===== src/rtl/vga_sync.sv =====
// vga_sync: VGA raster timing generator (pixel divider, h/v counters, registered sync/enable decodes).
module vga_sync #(
    parameter int   H_VISIBLE   = 640,
    parameter int   H_FRONT     = 16,
    parameter int   H_SYNC      = 96,
    parameter int   H_BACK      = 48,
    parameter int   V_VISIBLE   = 480,
    parameter int   V_FRONT     = 10,
    parameter int   V_SYNC      = 2,
    parameter int   V_BACK      = 33,
    parameter int   CLK_DIV     = 2,
    parameter logic SYNC_ACTIVE = 1'b0
) (
    input  logic       clk,
    input  logic       rst_n,
    output logic       pix_tick,
    output logic [9:0] hc,
    output logic [9:0] vc,
    output logic       display_enable,
    output logic       hsync,
    output logic       vsync,
    output logic       line_start,
    output logic       frame_start
);
    localparam int H_TOTAL = H_VISIBLE + H_FRONT + H_SYNC + H_BACK;
    localparam int V_TOTAL = V_VISIBLE + V_FRONT + V_SYNC + V_BACK;
    localparam int DW = CLK_DIV > 1 ? $clog2(CLK_DIV) : 1;
    localparam logic [DW-1:0] DIV_MAX = DW'(CLK_DIV - 1);
    localparam logic [9:0] H_LAST = 10'(H_TOTAL - 1);
    localparam logic [9:0] V_LAST = 10'(V_TOTAL - 1);
    localparam logic [9:0] H_VIS = 10'(H_VISIBLE);
    localparam logic [9:0] V_VIS = 10'(V_VISIBLE);
    localparam logic [9:0] HS_FIRST = 10'(H_VISIBLE + H_FRONT);
    localparam logic [9:0] HS_LAST = 10'(H_VISIBLE + H_FRONT + H_SYNC - 1);
    localparam logic [9:0] VS_FIRST = 10'(V_VISIBLE + V_FRONT);
    localparam logic [9:0] VS_LAST = 10'(V_VISIBLE + V_FRONT + V_SYNC - 1);

    if (H_TOTAL > 1024 || V_TOTAL > 1024 || CLK_DIV < 1) begin : g_bad_params
        $error("vga_sync: H_TOTAL/V_TOTAL must be <= 1024 and CLK_DIV >= 1");
    end

    logic [DW-1:0] div_cnt;
    logic          run;
    logic [9:0]    hc_n;
    logic [9:0]    vc_n;

    // run stays low through the first edge after release so that edge refreshes decodes only
    assign pix_tick = run && div_cnt == DIV_MAX;

    always_comb begin
        hc_n = hc;
        vc_n = vc;
        if (pix_tick) begin
            hc_n = hc == H_LAST ? 10'd0 : hc + 10'd1;
            if (hc == H_LAST)
                vc_n = vc == V_LAST ? 10'd0 : vc + 10'd1;
        end
    end

    always_ff @(posedge clk) begin
        if (!rst_n) begin
            run            <= 1'b0;
            div_cnt        <= '0;
            hc             <= '0;
            vc             <= '0;
            display_enable <= 1'b0;
            hsync          <= ~SYNC_ACTIVE;
            vsync          <= ~SYNC_ACTIVE;
            line_start     <= 1'b0;
            frame_start    <= 1'b0;
        end else begin
            run            <= 1'b1;
            div_cnt        <= (pix_tick || !run) ? '0 : div_cnt + 1'b1;
            hc             <= hc_n;
            vc             <= vc_n;
            display_enable <= hc_n < H_VIS && vc_n < V_VIS;
            hsync          <= (hc_n >= HS_FIRST && hc_n <= HS_LAST) ? SYNC_ACTIVE : ~SYNC_ACTIVE;
            vsync          <= (vc_n >= VS_FIRST && vc_n <= VS_LAST) ? SYNC_ACTIVE : ~SYNC_ACTIVE;
            line_start     <= hc_n == 10'd0;
            frame_start    <= hc_n == 10'd0 && vc_n == 10'd0;
        end
    end
endmodule

===== config.mk =====
export PLATFORM = sky130hd
export DESIGN_NAME = vga_sync
export DESIGN_NICKNAME = d
export VERILOG_FILES = /design/src/rtl/vga_sync.sv
export SDC_FILE = /design/constraint.sdc
export NUM_CORES = 1
export LEC_CHECK = 0
export CAP_MARGIN = 10
export CORE_ASPECT_RATIO = 0.8
export CORE_MARGIN = 2
export CORE_UTILIZATION = 52
export DETAILED_ROUTE_END_ITERATION = 10
export GPL_TIMING_DRIVEN = 0
export PLACE_DENSITY = 0.79
export SYNTH_ARGS = -nofsm -noshare
export SYNTH_HDL_FRONTEND = slang
export SYNTH_SLANG_ARGS = --single-unit

===== constraint.sdc =====
create_clock -name clk -period 3.25 [get_ports clk]
set_input_delay 0.4875 -clock clk [delete_from_list [all_inputs] [get_ports clk]]
set_output_delay 0.4875 -clock clk [all_outputs]
set_load 0.01 [all_outputs]

==> impl_metrics.csv, run 1 <==
group,metric,value,unit
finish,antenna-diode-count,0,
logic_synthesis,synth_edf_count,0,
power,vdd_drop_max,0.0003764,V
logic_synthesis,synthArstFlopShare,0,%
job,maxCapViolCount,0,
logic_synthesis,synthDistinctLibCells,49,
worst_setup_path,crit_path_start_kind,"flip-flop",
placement,gp_congestion,0.8705,
worst_setup_path,critPathSlowestCell,"or4b_4",
timing,hold_viol_final,0,
logic_synthesis,ys_ff_latch,27,
finish,design_area,1953,sq um
timing,finalCritPeriodShare,82.22,%
timing,rsz0062_at_grt,"false",
timing,worst_slew_pin_slew,628.2,ps
logic_synthesis,dominantRegCellSynth,"dfxtp_1",
clock_network,cts_sinks,27,
floorplanning,die_x,65.81,microns
global_route,grt_max_degree,16,
logic_synthesis,avgSynthCellArea,8.233,sq um
finish,multiInputGateArea,974.7,sq um
finish,seq_area,540.5,sq um
worst_setup_path,worstPathArrival,2870,ps
route,vias,1601,
worst_setup_path,cp_cell_sequence,"buf_2 -> or4b_4 -> or4_4 -> or3_4 -> xor2_1 -> o2111ai_1 -> nor4b_2",
power,p_per_area,285.7,nW/um^2
power,clkPwrFrac,33.8,%
clock_network,cts_made_buffers,3,
power,p_int,0.0004363,W
clock_network,ctsRootBufferMaster,"clkbuf_8",
finish,layout.cells.non_filler,262,
clock_network,cts_buffer_depth,2,
power,p_leak,0.6675,nW
floorplanning,io_pins,28,
power,seqPwrFrac,60.8,%
placement,place_area,1907,sq um
worst_setup_path,critical_path_class,"flip-flop to flip-flop",
finish,fillCellCount,239,
power,p_sw_share,21.83,%
route,first_iter_violations,85,
worst_setup_path,worstPathMaxFanout,7,
global_route,grt_pass1_vias,1355,
floorplanning,initial_core_util,56.17,%
placement,port_buffers,27,
route,dr.pass1.iters,4,
clock_network,cts_max_level,1,
route,routed_wl,3.912,mm
global_route,antenna_found_initial,0,
logic_synthesis,synth_top_area_share,34.02,%
worst_setup_path,required,3450,ps
logic_synthesis,netlist_area,1589,sq um
route,wire_per_inst,14.93,microns
worst_hold_path,hold_class,"flip-flop to flip-flop",
clock_network,cts_tree,"yes",
logic_synthesis,yosysTopAreaCell,"dfxtp_1",
floorplanning,rows,17,
clock_network,cts_hold_buffers,0,
floorplanning,die_y,53.45,microns
logic_synthesis,synth_nets,198,
finish,nNetsFinal,230,
status,run_status,"finished, final reports clean",
global_route,grt_pass1_wl,6.361,mm
finish,area_delta_synth_final,22.91,%
placement,post-dp-hpwl,2.945,mm
power,comb_power_share,5.4,%
timing,period_minus_slack,2672,ps
route,via_per_inst,6.111,
route,ant_nets,0,
worst_setup_path,end_kind,"flip-flop",
timing,setup_tns,0,ps
logic_synthesis,yosys_warnings,0,
worst_setup_path,max_stage_delay,570,ps
logic_synthesis,synth.area.top_cells,"dfxtp_1 34%, nand2_1 4.5%, nor2_1 4.5%, nand3_1 4.1%, xor2_1 3.9%",
logic_synthesis,yosysSeqAreaShare,34.02,%
placement,dp.cells,258,
floorplanning,core_area,2829,sq um
clock_network,cts_resized,0,
global_route,grt_overflow_total,0,
timing,skew,5.262,ps
finish,drive_gt1_share,6.696,%
clock_network,clk_latency,280,ps
global_route,track_usage,24.16,%
clock_network,clk_pin_slew_worst_paths,90,ps
timing,max_freq,0.3742,GHz
logic_synthesis,synth_cells,193,
timing,setup_violations,0,
route,drc,0,
timing,slew_violations,0,
power,switching_power,0.0001218,W
clock_network,post_cts_buffers,0,
timing,relSlewSlack,57.59,%
floorplanning,die_area,3517,sq um
==> synth_stat cells, types with 3 or more instances <==
cell type / n
dfxtp_1: 27
nand2_1: 19
nor2_1: 19
nand3_1: 13
a21oi_1: 11
clkbuf_1: 7
inv_1: 7
xor2_1: 7
nor3_1: 6
o21ai_0: 6
xnor2_1: 5
and3_1: 4
nand4_1: 4
nor4_1: 4
a21o_1: 3
and2_1: 3
and4_1: 3
ha_1: 3
or3_1: 3
==> power groups by stage <==
stage	Combinational [W]	Sequential [W]	Clock (W)
final	0.0000299	0.000339	0.000189
after global routing	0.0000321	0.000340	0.000205
after CTS	0.0000297	0.000339	0.000193
after detailed placement	0.0000294	0.000347	0
after global placement	0.0000290	0.000347	0
after floorplan	0.0000136	0.000349	0
==> routing by layer <==
layer	global-route usage (%)	wire length, microns	vias up
met5	0	0	-
met1	32.64	1759	730
met2	39.06	1737	95
met4	6.250	38	0
met3	5.319	377	4
li1	-	-	772
==> critical path, delay by kind of cell (launching register included) <==
family | cells | cell delay (ps)
AO/OA/AOI/OAI | 1 | 150
XOR/XNOR | 1 | 170
buffers and inverters | 1 | 170
flip-flops | 1 | 320
AND/OR/NAND/NOR | 4 | 1780
==> worst paths after layout <==
path	from	cells after the start	end	slack (ps)
setup / recovery	hc[6]	7	frame_start	580
hold / removal	div_cnt	1	div_cnt	540
setup reg to reg	hc[6]	7	frame_start	580
hold reg to reg	div_cnt	1	div_cnt	540
==> registers in the layout (all words and copies together) (netlist names) <==
| register | count |
|---|---|
| hc | 10 |
| vc | 10 |
| display_enable | 1 |
| div_cnt | 1 |
| frame_start | 1 |
| hsync | 1 |
| line_start | 1 |
| run | 1 |
| vsync | 1 |
==> cell families after synthesis <==
| kind of cell | share of synthesized area, % |
|---|---|
| AO/OA/AOI/OAI | 18.27 |
| XOR/XNOR | 6.614 |
| adder cells (fa/ha/maj) | 2.362 |
| buffers and inverters | 4.646 |
| flip-flops | 34.02 |
| multiplexers | 0.6299 |
| AND/OR/NAND/NOR | 33.47 |
==> stage by stage <==
step | utilization (%) | total power (W) | hold WS (ps) | setup slack (ps)
finish | 69.04 | 0.0005581 | 536.1 | 578.0
global route | 69.04 | 0.0005771 | 576.8 | 434.8
CTS | 69.04 | 0.0005623 | 538.7 | 565.7
detailed placement | 67.40 | 0.0003766 | 525.5 | 582.3
global placement | 67.40 | 0.0003759 | 476.4 | 609.3
floorplan | - | 0.0003621 | 458.1 | 689.1
==> final cells by class <==
| cell class | instances | share of cell area [%] |
|---|---|---|
| well taps | 38 | 2.434 |
| multi-input cells | 149 | 49.90 |
| flip-flops and latches | 27 | 27.67 |
| plain buffers | 10 | 2.434 |
| inverters | 7 | 1.345 |
| repair buffers | 27 | 13.84 |
| clock buffers | 3 | 2.114 |
| clock inverters | 1 | 0.2562 |
==> placed cells by master (no fill, tap or decap), types with 4 or more instances in the layout <==
cell type / Yosys / routed
and3_1: 4 / 4
nor3_1: 6 / 6
nor2_1: 19 / 19
clkdlybuf4s50_1: 0 / 27
xnor2_1: 5 / 5
nand2_1: 19 / 19
a21oi_1: 11 / 11
nor4_1: 4 / 4
clkbuf_1: 7 / 7
o21ai_0: 6 / 6
xor2_1: 7 / 7
nand4_1: 4 / 4
inv_1: 7 / 7
dfxtp_1: 27 / 27
nand3_1: 13 / 13
Note: power is estimated with default switching activity, not from simulation.
==> run 2, diff against run 1 <==
Settings changed: CORE_UTILIZATION 52 to 47, PLACE_DENSITY 0.79 to 0.75.
Clock period 3.25 ns to 2.4 ns, I/O delays scaled along.
==> impl_metrics.csv, run 2 (synthesis results as in run 1) <==
group,metric,value,unit
status,run_status,"finished, final reports clean",
worst_setup_path,critical_path_class,"flip-flop to flip-flop",
route,via_per_inst,6.041,
route,ant_nets,0,
timing,fin_ws,57.68,ps
finish,nNetsFinal,236,
global_route,grt_pass1_wl,7.279,mm
global_route,antenna_found_initial,0,
worst_setup_path,required,2590,ps
route,drc,0,
clock_network,cts_buffer_depth,2,
global_route,track_usage,23.42,%
worst_setup_path,cp_cell_sequence,"or4b_4 -> buf_4 -> nor4_4 -> buf_4 -> a21oi_1 -> a22oi_1 -> nor4b_4 -> nor4b_2",
clock_network,cts_max_level,1,
clock_network,clk_pin_slew_worst_paths,90,ps
timing,setup_violations,0,
worst_setup_path,max_stage_delay,530,ps
finish,mostFrequentLayoutCell,"clkdlybuf4s50_1",
global_route,grt_pass1_vias,1510,
finish,fillCellCount,261,
clock_network,cts_sinks,27,
placement,gp_congestion,0.8338,
power,p_leak,0.7128,nW
floorplanning,rows,18,
timing,relSlewSlack,63.26,%
power,power,0.0007515,W
worst_setup_path,end_kind,"flip-flop",
timing,worst_slew_pin_slew,551.1,ps
timing,skew,4.622,ps
finish,antenna-diode-count,0,
placement,port_buffers,27,
worst_hold_path,hold_class,"flip-flop to flip-flop",
finish,drive_gt1_share,16.09,%
placement,dp.cells,260,
floorplanning,die_x,69.01,microns
route,wire_per_inst,16.56,microns
clock_network,ctsRootBufferMaster,"clkbuf_8",
worst_setup_path,worstPathMaxFanout,3,
placement,post-dp-hpwl,3.077,mm
worst_hold_path,worstHoldStart,"div_cnt",
clock_network,cts_made_buffers,3,
global_route,grt_overflow_total,0,
floorplanning,die_area,3865,sq um
floorplanning,die_y,56.01,microns
floorplanning,io_pins,28,
global_route,grt_max_degree,15,
worst_hold_path,holdPathStages,1,
timing,slew_violations,0,
finish,seq_area,563.0,sq um
worst_setup_path,startpoint,"hc[5]",
route,first_iter_violations,112,
floorplanning,initial_core_util,50.40,%
job,maxCapViolCount,0,
clock_network,cts_hold_buffers,0,
timing,rsz0062_at_grt,"true",
timing,period_minus_slack,2342,ps
power,vdd_drop_max,0.0003455,V
finish,area_delta_synth_final,31.73,%
worst_setup_path,worst_r2r_path_depth,8,
finish,multiInputGateArea,1044,sq um
power,p_per_area,359.0,nW/um^2
worst_setup_path,crit_path_start_kind,"flip-flop",
worst_setup_path,critPathBufInv,2,
route,dr.pass1.iters,4,
worst_setup_path,critPathMostFrequentCell,"buf_4",
route,routed_wl,4.470,mm
timing,hold_viol_final,0,
finish,reg.largest.list,"hc x10, vc x10",
finish,layout.cells.non_filler,270,
floorplanning,core_area,3153,sq um
route,vias,1631,
timing,max_freq,0.4269,GHz
timing,setup_tns,0,ps
finish,final_cell_mix,"27 x clkdlybuf4s50_1, 19 x nand2_1, 19 x nor2_1, 19 x dfxtp_1, 11 x a21oi_1",
clock_network,cts_tree,"yes",
worst_setup_path,critPathSlowestCell,"or4b_4",
clock_network,clk_latency,270,ps
worst_setup_path,crit_family,"simple AND/OR/NAND/NOR gates",
worst_setup_path,worstPathArrival,2530,ps
worst_setup_path,r2r-start,"hc[5]",
placement,dp_slack,-314.0,ps
worst_setup_path,cp.depth,8,
timing,finalCritPeriodShare,97.60,%
[run 2: changes by cell type in the layout (fill, tap and decap cells not counted), sizes merged]
| cell | before | now |
|---|---|---|
| clkinv | 1 | 0 |
| buf | 3 | 10 |
[run 2: metrics by stage]
step | hold WS, ps | cell area, sq um | util, %
after global placement | 476.4 | 1917 | 60.79
after floorplan | 387.7 | 1597 | -
final | 514.8 | 2093 | 66.39
after detailed placement | 486.1 | 1917 | 60.79
after CTS | 499.1 | 2027 | 64.29
after global routing | 537.4 | 2093 | 66.39
[run 2: repair_timing]
| item | in CTS | in global routing |
|---|---|---|
| pin swaps | 6 | 5 |
| resized for setup | 10 | 15 |
| buffers inserted | 8 | 1 |
| gates cloned | 0 | 0 |
| endpoints found under the setup margin | 6 | 6 |
[run 2: layout make-up]
type / count / area share, %
multi-input cells: 149 / 49.85
flip-flops and latches: 27 / 26.90
repair buffers: 36 / 16.14
well taps: 40 / 2.391
clock buffers: 4 / 2.152
plain buffers: 7 / 1.315
inverters: 7 / 1.255
[run 2: power by group]
group	total [W]	leakage (nW)	switching [W]	internal [W]
sequential	0.000455	0.225	0.00000598	0.000449
combinational	0.0000439	0.465	0.0000219	0.0000219
clock	0.000252	0.0228	0.000133	0.000119
[run 2: path summary, 6_finish.rpt]
kind	endpoint	slack (ps)
min	div_cnt	510
max reg2reg	frame_start	60
max	frame_start	60
min reg2reg	div_cnt	510
[run 2: metal layers]
layer,vias up,track usage (%),share of wire (%)
li1,788,-,-
met1,757,31.22,46
met2,72,35.03,45
met3,14,7.065,5.9
met4,0,10.08,3.1
met5,-,0,0
[run 2: worst register-to-register path, cell delays in order, from the launching register on]
cell and delay [ps]:
dfxtp_4 360, or4b_4 530, buf_4 170, nor4_4 210
buf_4 190, a21oi_1 60, a22oi_1 270, nor4b_4 260
nor4b_2 210
==> run 3, diff against run 2 <==
Settings changed: CORE_UTILIZATION 47 to 52, PLACE_DENSITY 0.75 to 0.79, REMOVE_ABC_BUFFERS from default to 1.
Clock period 2.4 ns to 2.6 ns, I/O delays scaled along.
==> impl_metrics.csv, run 3 (synthesis results as in run 1) <==
group,metric,value,unit
power,clkPwrFrac,34.0,%
route,via_per_inst,6.020,
power,switching_power,0.0001508,W
placement,post-dp-hpwl,2.741,mm
global_route,grt_pass1_vias,1304,
clock_network,cts_sinks,27,
global_route,grt_pass1_wl,6.134,mm
worst_setup_path,cp_cell_sequence,"or4b_4 -> or4_4 -> or2_2 -> xor2_1 -> o2111ai_2 -> nor4b_2",
worst_setup_path,cp.depth,6,
power,vdd_drop_max,0.0004423,V
worst_hold_path,hold_class,"flip-flop to flip-flop",
clock_network,cts_made_buffers,3,
finish,multiInputGateArea,991.0,sq um
floorplanning,die_area,3517,sq um
power,p_per_area,354.7,nW/um^2
clock_network,clk_latency,270,ps
global_route,grt_use_met2,34.85,%
timing,finalCritPeriodShare,97.35,%
route,routed_wl,3.675,mm
floorplanning,die_x,65.81,microns
power,power,0.0006962,W
finish,antenna-diode-count,0,
route,wire_per_inst,14.36,microns
worst_setup_path,critPathSlowestCell,"or4b_4",
status,run_status,"finished, final reports clean",
worst_setup_path,worst_r2r_path_depth,6,
finish,seq_area,549.3,sq um
finish,reg.largest.list,"hc x10, vc x10",
finish,fillCellCount,237,
route,first_iter_violations,115,
worst_setup_path,critical_path_class,"flip-flop to flip-flop",
worst_setup_path,worstPathMaxFanout,9,
worst_setup_path,timing.rr.end,"frame_start",
finish,drive_gt1_share,11.01,%
worst_setup_path,crit_family,"simple AND/OR/NAND/NOR gates",
placement,port_buffers,27,
floorplanning,initial_core_util,56.17,%
global_route,track_usage,22.88,%
worst_setup_path,crit_path_start_kind,"flip-flop",
power,p_leak,0.6675,nW
placement,dp.cells,248,
global_route,grt_max_degree,17,
finish,fin_util,69.39,%
finish,nNetsFinal,224,
clock_network,clk_pin_slew_worst_paths,90,ps
route,vias,1541,
placement,gp_congestion,0.8845,
timing,worst_slew_pin_slew,580.2,ps
power,comb_power_share,5.2,%
floorplanning,core_area,2829,sq um
timing,setup_violations,0,
global_route,grt_overflow_total,0,
clock_network,cts_hold_buffers,0,
worst_setup_path,startpoint,"hc[5]",
timing,skew,3.509,ps
route,dr.pass1.iters,4,
finish,final_cell_mix,"27 x clkdlybuf4s50_1, 22 x dfxtp_1, 19 x nand2_1, 19 x nor2_1, 13 x nand3_1",
timing,relSlewSlack,60.83,%
timing,period_minus_slack,2531,ps
timing,hold_viol_final,0,
power,p_int,0.0005454,W
clock_network,cts_max_level,1,
global_route,antenna_found_initial,0,
worst_setup_path,r2r_setup_slack,70,ps
clock_network,ctsRootBufferMaster,"clkbuf_8",
timing,setup_tns,0,ps
route,ant_nets,0,
timing,max_freq,0.3951,GHz
timing,slew_violations,0,
global_route,grt_util_met1,33.12,%
finish,mostFrequentLayoutCell,"clkdlybuf4s50_1",
global_route,met3_usage,5.106,%
worst_setup_path,end_kind,"flip-flop",
floorplanning,die_y,53.45,microns
route,drc,0,
power,p_sw_share,21.66,%
floorplanning,io_pins,28,
job,maxCapViolCount,0,
timing,hold_ws,496.2,ps
worst_setup_path,required,2790,ps
power,seqPwrFrac,60.8,%
clock_network,cts_buffer_depth,2,
worst_setup_path,worstPathArrival,2720,ps
worst_setup_path,crit_end,"frame_start",
finish,area_delta_synth_final,23.54,%
worst_setup_path,critPathBufInv,0,
worst_setup_path,r2r-start,"hc[5]",
clock_network,cts_tree,"yes",
global_route,top_usage_layer,"met2",
floorplanning,rows,17,
worst_setup_path,max_stage_delay,570,ps
finish,layout.cells.non_filler,256,
-- run 3: cell types whose count changed in the layout (fill, tap and decap cells not counted), sizes merged --
cell / delta
clkinvlp: +1
clkbuf: -7
buf: -6
-- run 3: cell type report --
| cell class | instances | share of cell area [%] |
|---|---|---|
| Multi-Input combinational cell | 149 | 50.48 |
| Sequential cell | 27 | 27.98 |
| Timing Repair Buffer | 31 | 15.30 |
| Tap cell | 38 | 2.422 |
| Clock buffer | 3 | 2.103 |
| Inverter | 7 | 1.338 |
| Clock inverter | 1 | 0.3824 |
-- run 3: worst reg2reg max path, stage by stage (launching register included) --
cell	delay (ps)
dfxtp_4	390
or4b_4	570
or4_4	530
or2_2	340
xor2_1	230
o2111ai_2	160
nor4b_2	230
-- run 3: worst min-delay path by stage --
| stage | end | cells past startpoint | slack [ps] | start |
|---|---|---|---|---|
| 6_report | div_cnt | 1 | 500 | div_cnt |
| 5_1_grt | div_cnt | 1 | 540 | div_cnt |
| 4_1_cts | div_cnt | 1 | 500 | div_cnt |
| 3_5_place_dp | div_cnt | 1 | 490 | div_cnt |
| 3_3_place_gp | div_cnt | 1 | 480 | div_cnt |
| 2_1_floorplan | run | 0 | 420 | rst_n |
-- run 3: stage by stage --
step / instance area (sq um) / setup WS, ps
floorplan: 1541 / 28.55
global placement: 1859 / -94.09
detailed placement: 1859 / -139.2
CTS: 1922 / 0.9246
global route: 1963 / -14.71
finish: 1963 / 68.80
-- run 3: routing by layer --
| metal | wire length (microns) | up-vias |
|---|---|---|
| li1 | - | 762 |
| met1 | 1783 | 722 |
| met2 | 1607 | 55 |
| met3 | 266 | 2 |
| met4 | 17 | 0 |
| met5 | 0 | - |
-- run 3: repair_timing --
item	4_1_cts	5_1_grt
gates resized for setup	4	5
buffers inserted	1	3
setup endpoints to repair	4	3
pin swaps	1	2
endpoints found under the hold margin	0	0
-- run 3: power groups by stage --
stage                     combinational [W]  sequential (W)  clock [W]
final                             0.0000360        0.000423   0.000237
after global routing              0.0000391        0.000425   0.000262
after CTS                         0.0000362        0.000424   0.000244
after detailed placement          0.0000359        0.000434          0
after global placement            0.0000357        0.000434          0
after floorplan                   0.0000166        0.000436          0
==> variant 1 (settings of run 3) <==
Remove the register `frame_start`: a continuous assignment takes its place, so the output `frame_start` follows one clock earlier.
--- a/src/rtl/vga_sync.sv
+++ b/src/rtl/vga_sync.sv
@@ -67,7 +67,6 @@
             hsync          <= ~SYNC_ACTIVE;
             vsync          <= ~SYNC_ACTIVE;
             line_start     <= 1'b0;
-            frame_start    <= 1'b0;
         end else begin
             run            <= 1'b1;
             div_cnt        <= (pix_tick || !run) ? '0 : div_cnt + 1'b1;
@@ -77,7 +76,8 @@
             hsync          <= (hc_n >= HS_FIRST && hc_n <= HS_LAST) ? SYNC_ACTIVE : ~SYNC_ACTIVE;
             vsync          <= (vc_n >= VS_FIRST && vc_n <= VS_LAST) ? SYNC_ACTIVE : ~SYNC_ACTIVE;
             line_start     <= hc_n == 10'd0;
-            frame_start    <= hc_n == 10'd0 && vc_n == 10'd0;
         end
     end
+
+    assign frame_start = hc_n == 10'd0 && vc_n == 10'd0;
 endmodule
Formal check against the unedited RTL: not equivalent (a bounded check fails within 4 cycles, from zero or initial values and one cycle with rst_n low).
==> variant 1 against run 3 <==
The run now ends with setup timing left; critical endpoint is now frame_start; worst setup slack lost 460 ps; routed wire length grew 26%; first-iteration DRC count grew 10%; total power grew 13%; register-to-register slack lost 50 ps; cell area grew 12%; die area grew 0.44%; sequential power shrank 5.0%; critical path depth grew 3; synthesized area grew 0.47%; synthesized cell count grew 1.0%; core utilization grew 7.5 points; critical path type is now flop to primary output; largest cell class unchanged; sequential cell count shrank 1; count of clock-buffer cells in the layout is the same.
==> variant 1: results (changes against run 3) <==
stage;metric;value;unit;change
status;outcome;complete, but fails checks;;
status;failing checks;setup timing;;
cts;deepest clock path buffer count;2;;unchanged
final_layout;share of layout cells above drive strength 1;23.2;%;+12 points
global_routing;vias in the first global route;1444;;+11%
drt;drt wl/cell;17.1;um;+19%
global_routing;met1 GRT Util;36.1;%;+3.0 points
drt;met2 WL;2120;um;+32%
logic_synthesis;Synth Area in Adders;2.35;%;-0.011 points
global_routing;M2 GR Usage;39.9;%;+5.1 points
place;routability cong.;0.887;;+0.31%
critical_path;critical path arrival;2600;ps;-120 ps
drt;router iterations before antenna repair;5;;+1
final_layout;Filler Cell Count;181;;-24%
power_and_ir_drop;Leakage;0.752;nW;+13%
critical_path;Critical Path End;frame_start;;
final_layout;Cell Count, Final, Fillers Out;271;;+5.9%
sta;hold_ws;581;ps;+85.0 ps
drt;DR vias/cell;6.32;;+5.1%
logic_synthesis;Post-synth top cells;dfxtp_1 (26), nand2_1 (19), nor2_1 (14), a21oi_1 (11);;
critical_path;R2R setup slack;20;ps;-50 ps
logic_synthesis;top post-synthesis cells by area;dfxtp_1 (33%), xnor2_1 (4.9%), nand2_1 (4.5%);;
critical_path;R2R cell count;8;;+2
sta;Final WS setup;-393;ps;-462 ps
min_path;worst hold start;run$_DFF_P_;;
place;DP HPWL;2800;um;+2.2%
logic_synthesis;compound-cell area share of the yosys netlist;18.1;%;-0.16 points
cts;setup bufs post-CTS;12;;+11
sta;final setup vio count;1;;+1
global_routing;met3 Use GR;8.16;%;+3.1 points
logic_synthesis;post-synthesis mux area share;0;%;-0.63 points
critical_path;critical path fanouts, max;7;;-2
drt;M1 wire length;2020;um;+13%
logic_synthesis;fraction of synthesized cell area in xor and xnor cells;8.23;%;+1.6 points
drt;metal3 WL;419;um;+58%
sta;Rel. slew slack;65.3;%;+4.5 points
global_routing;largest net degree at the start of global routing;19;;+2
min_path;Hold EP;div_cnt$_SDFF_PP0_;;
sta;clk_skew;7.82;ps;+4.31 ps
logic_synthesis;Netlist cell types;51;;+4.1%
global_routing;first-pass GRT wire length;6990;um;+14%
cts;post-cts gate resize count;27;;+23
place;Cells after DPL;249;;+0.40%
global_routing;GRT Overall Usage;26.2;%;+3.4 points
final_layout;nets@finish;239;;+6.7%
logic_synthesis;Post-Synthesis Cells;195;;+1.0%
sta;Setup TNS;-393;ps;-393 ps
place;placed instance area;1850;um^2;-0.61%
critical_path;critical path launch point;vc[0]$_SDFF_PN0_;;
place;DP Worst Slack;-1130;ps;-987 ps
logic_synthesis;post-synthesis sequential area ratio;32.6;%;-1.4 points
final_layout;top flop regs;hc: 10 flops, vc: 10 flops;;
critical_path;RR Endpoint;vsync$_SDFF_PN1_;;
power_and_ir_drop;maximum vdd drop;376;uV;-15%
-- variant 1: area by class of cell --
| cell class | count | area [um^2] | area share, % |
|---|---|---|---|
| Clock buffer | 3 | 41.3 | 1.88 |
| Clock inverter | 1 | 30.0 | 1.37 |
| Inverter | 7 | 26.3 | 1.20 |
| Multi-Input combinational cell | 151 | 1080 | 49.5 |
| Sequential cell | 26 | 549 | 25.1 |
| Tap cell | 38 | 47.5 | 2.17 |
| Timing Repair Buffer | 45 | 412 | 18.8 |
-- variant 1: critical path, stage by stage, from the launching register on --
cell and delay, ps:
dfxtp_4 380, inv_1 80, ha_1 150, nor4bb_4 220, nand4_1 270, o21ai_0 200
a21boi_0 180, or3_4 430, nor4b_2 250, buf_2 170
-- variant 1: power by group through the flow --
stage	clock [mW]	sequential (mW)	combinational, mW
2_1_floorplan	0	0.418	0.0148
3_3_place_gp	0	0.417	0.0343
3_5_place_dp	0	0.418	0.0352
4_1_cts	0.341	0.404	0.0390
5_1_grt	0.360	0.403	0.0422
6_report	0.341	0.402	0.0400
==> variant 2 (config.mk and constraints of run 3) <==
Without the edit above. The parameter `CLK_DIV` goes from 2 to 1.
--- a/src/rtl/vga_sync.sv
+++ b/src/rtl/vga_sync.sv
@@ -8,7 +8,7 @@
     parameter int   V_FRONT     = 10,
     parameter int   V_SYNC      = 2,
     parameter int   V_BACK      = 33,
-    parameter int   CLK_DIV     = 2,
+    parameter int   CLK_DIV     = 1,
     parameter logic SYNC_ACTIVE = 1'b0
 ) (
     input  logic       clk,
Behaviour: not the same (a bounded check fails within 4 cycles, from zero or initial values and one cycle with rst_n low).
==> variant 2 against run 3 <==
Combinational power is 18% higher; routed wire length rose by 1.2%; non-clock buffer count unchanged; core utilization down 1.2 points; sequential cell count is the same; cell area down 4.0%; clock power is 20% lower; total power fell by 5.5%; synthesized area fell by 4.5%; sequential share of layout area grew 0.89 points; worst setup slack better by 94 ps.
==> variant 2: results (changes against run 3) <==
stage;metric;value;unit;change
critical_path;Worst path slowest cell;or3b_4;;
global_routing;GRT Overall Usage;23.7;%;+0.81 points
cts;Worst-Skew Late Latency;340;ps;+70 ps
drt;Iter 0 DRT Violations;93;;-19%
global_routing;vias in the first global route;1290;;-1.1%
global_routing;largest net degree at the start of global routing;18;;+1
global_routing;M2 GR Usage;36.3;%;+1.4 points
place;I/O Buffers;27;;unchanged
global_routing;initial antenna violation count;0;;unchanged
power_and_ir_drop;maximum vdd drop;331;uV;-25%
logic_synthesis;Yosys Warn Count;0;;unchanged
drt;DR vias/cell;5.88;;-2.3%
global_routing;met3 Use GR;6.24;%;+1.1 points
logic_synthesis;Synth top area share;35.6;%;+1.6 points
power_and_ir_drop;Leakage;0.644;nW;-3.5%
cts;CTS Sinks;27;;unchanged
status;outcome;complete, no violations;;
final_layout;nets@finish;218;;-2.7%
cts;Clock Tree Root;clkbuf_4;;
global_routing;first-pass GRT wire length;6220;um;+1.3%
logic_synthesis;top post-synthesis cells by area;dfxtp_1 (36%), nor2_1 (5.7%), xnor2_1 (3.5%);;
final_layout;share of layout cells above drive strength 1;12.3;%;+1.3 points
place;routability cong.;0.946;;+6.9%
logic_synthesis;Synth async-reset ratio;0;%;unchanged
critical_path;critical path arrival;2690;ps;-30 ps
critical_path;critical path fanouts, max;10;;+1
logic_synthesis;Post-Synthesis Cells;184;;-4.7%
critical_path;crit-path max cell delay;440;ps;-130 ps
drt;final wirelength;3720;um;+1.2%
cts;Inserted Clock Buffers;3;;unchanged
sta;worst-margin pin slew;541;ps;-38.8 ps
cts;deepest clock path buffer count;2;;unchanged
place;DP HPWL;2530;um;-7.8%
min_path;Hold Path Class;flop to flop;;
final_layout;n_diodes;0;;unchanged
cts;H-tree depth;1;;unchanged
drt;router iterations before antenna repair;4;;unchanged
place;DP Worst Slack;-348;ps;-209 ps
sta;clk_skew;10.7;ps;+7.17 ps
place;Cells after DPL;242;;-2.4%
logic_synthesis;post-synthesis sequential area ratio;35.6;%;+1.6 points
logic_synthesis;Post-synth top cells;dfxtp_1 (27), nor2_1 (23), nand2_1 (12), a21oi_1 (10), nor3_1 (9);;
cts;Clk pin slew, worst setup/hold paths;150;ps;+60 ps
sta;Final Slew Violations;0;;unchanged
drt;drt wl/cell;14.9;um;+3.6%
global_routing;met1 GRT Util;33.7;%;+0.57 points
logic_synthesis;Netlist cell types;53;;+8.2%
final_layout;top flop regs;hc: 10 flops, vc: 10 flops;;
variant 2: cell count changes in the layout (fill, tap and decap cells not counted), moves of 3 or more:
| cell | delta |
|---|---|
| nor3_1 | +3 |
| nand3_1 | -5 |
| and3_1 | -4 |
| a21o_1 | -3 |
| clkbuf_8 | -3 |
| nand2_1 | -7 |
| nor2_1 | +4 |
| clkbuf_4 | +3 |
| nand3b_1 | +4 |
variant 2: cell families (layout without fill, tap and decap cells):
logic type,after synthesis,in the layout,share of synthesized area (%)
XOR/XNOR,10,10,5.77
flip-flops,27,27,35.6
other,1,1,0.247
multiplexers,2,2,1.40
AND/OR/NAND/NOR,96,96,37.5
AO/OA/AOI/OAI,31,31,13.1
buffers and inverters,14,42,3.87
adder cells (fa/ha/maj),3,3,2.47
variant 2: final cells by class:
| cell class | instances | area [um^2] |
|---|---|---|
| Clock buffer | 3 | 22.5 |
| Clock inverter | 1 | 7.51 |
| Fill cell | 237 | 880 |
| Inverter | 7 | 26.3 |
| Multi-Input combinational cell | 143 | 937 |
| Sequential cell | 27 | 544 |
| Tap cell | 38 | 47.5 |
| Timing Repair Buffer | 31 | 300 |
variant 2: final timing paths:
kind | cells after the start | from | slack [ps] | end
setup / recovery | 7 | hc[6]$_SDFF_PN0_ | 160 | display_enable$_SDFF_PN0_
hold reg to reg | 2 | hc[0]$_SDFF_PN0_ | 560 | hc[0]$_SDFF_PN0_
setup reg to reg | 7 | hc[6]$_SDFF_PN0_ | 160 | display_enable$_SDFF_PN0_
hold / removal | 2 | hc[0]$_SDFF_PN0_ | 560 | hc[0]$_SDFF_PN0_
variant 2: critical path: cells and delay by family (launching register included):
kind / cells / cell delay, ps
flops: 1 / 430
mux: 1 / 400
simple gates: 5 / 1310
compound gates: 1 / 200
variant 2: routing by layer:
metal | vias up | part of all wire, % | wire length, um
met5 | - | 0 | 0
met4 | 0 | 0.65 | 24
met3 | 5 | 6.0 | 222
met2 | 51 | 45 | 1680
met1 | 691 | 48 | 1790
li1 | 723 | - | -
variant 2: where the power goes:
part	leakage, nW	internal (mW)	total (mW)	switching (mW)
logic	0.409	0.0206	0.0425	0.0219
registers	0.221	0.421	0.425	0.00413
clock network	0.0139	0.0591	0.190	0.131
variant 2: what timing repair did:
item                                    4_1_cts  5_1_grt
hold endpoints to repair                      0        0
gates resized for setup                       0        6
pin swaps                                     1        2
endpoints found under the setup margin        4        3
buffers inserted                              2        2
variant 2: stage by stage:
| step | area, um^2 | TNS (ps) | hold WS [ps] |
|---|---|---|---|
| floorplan | 1490 | 0 | 418 |
| global placement | 1800 | -655 | 525 |
| detailed placement | 1800 | -872 | 542 |
| CTS | 1850 | 0 | 563 |
| global route | 1890 | 0 | 591 |
| finish | 1890 | 0 | 558 |
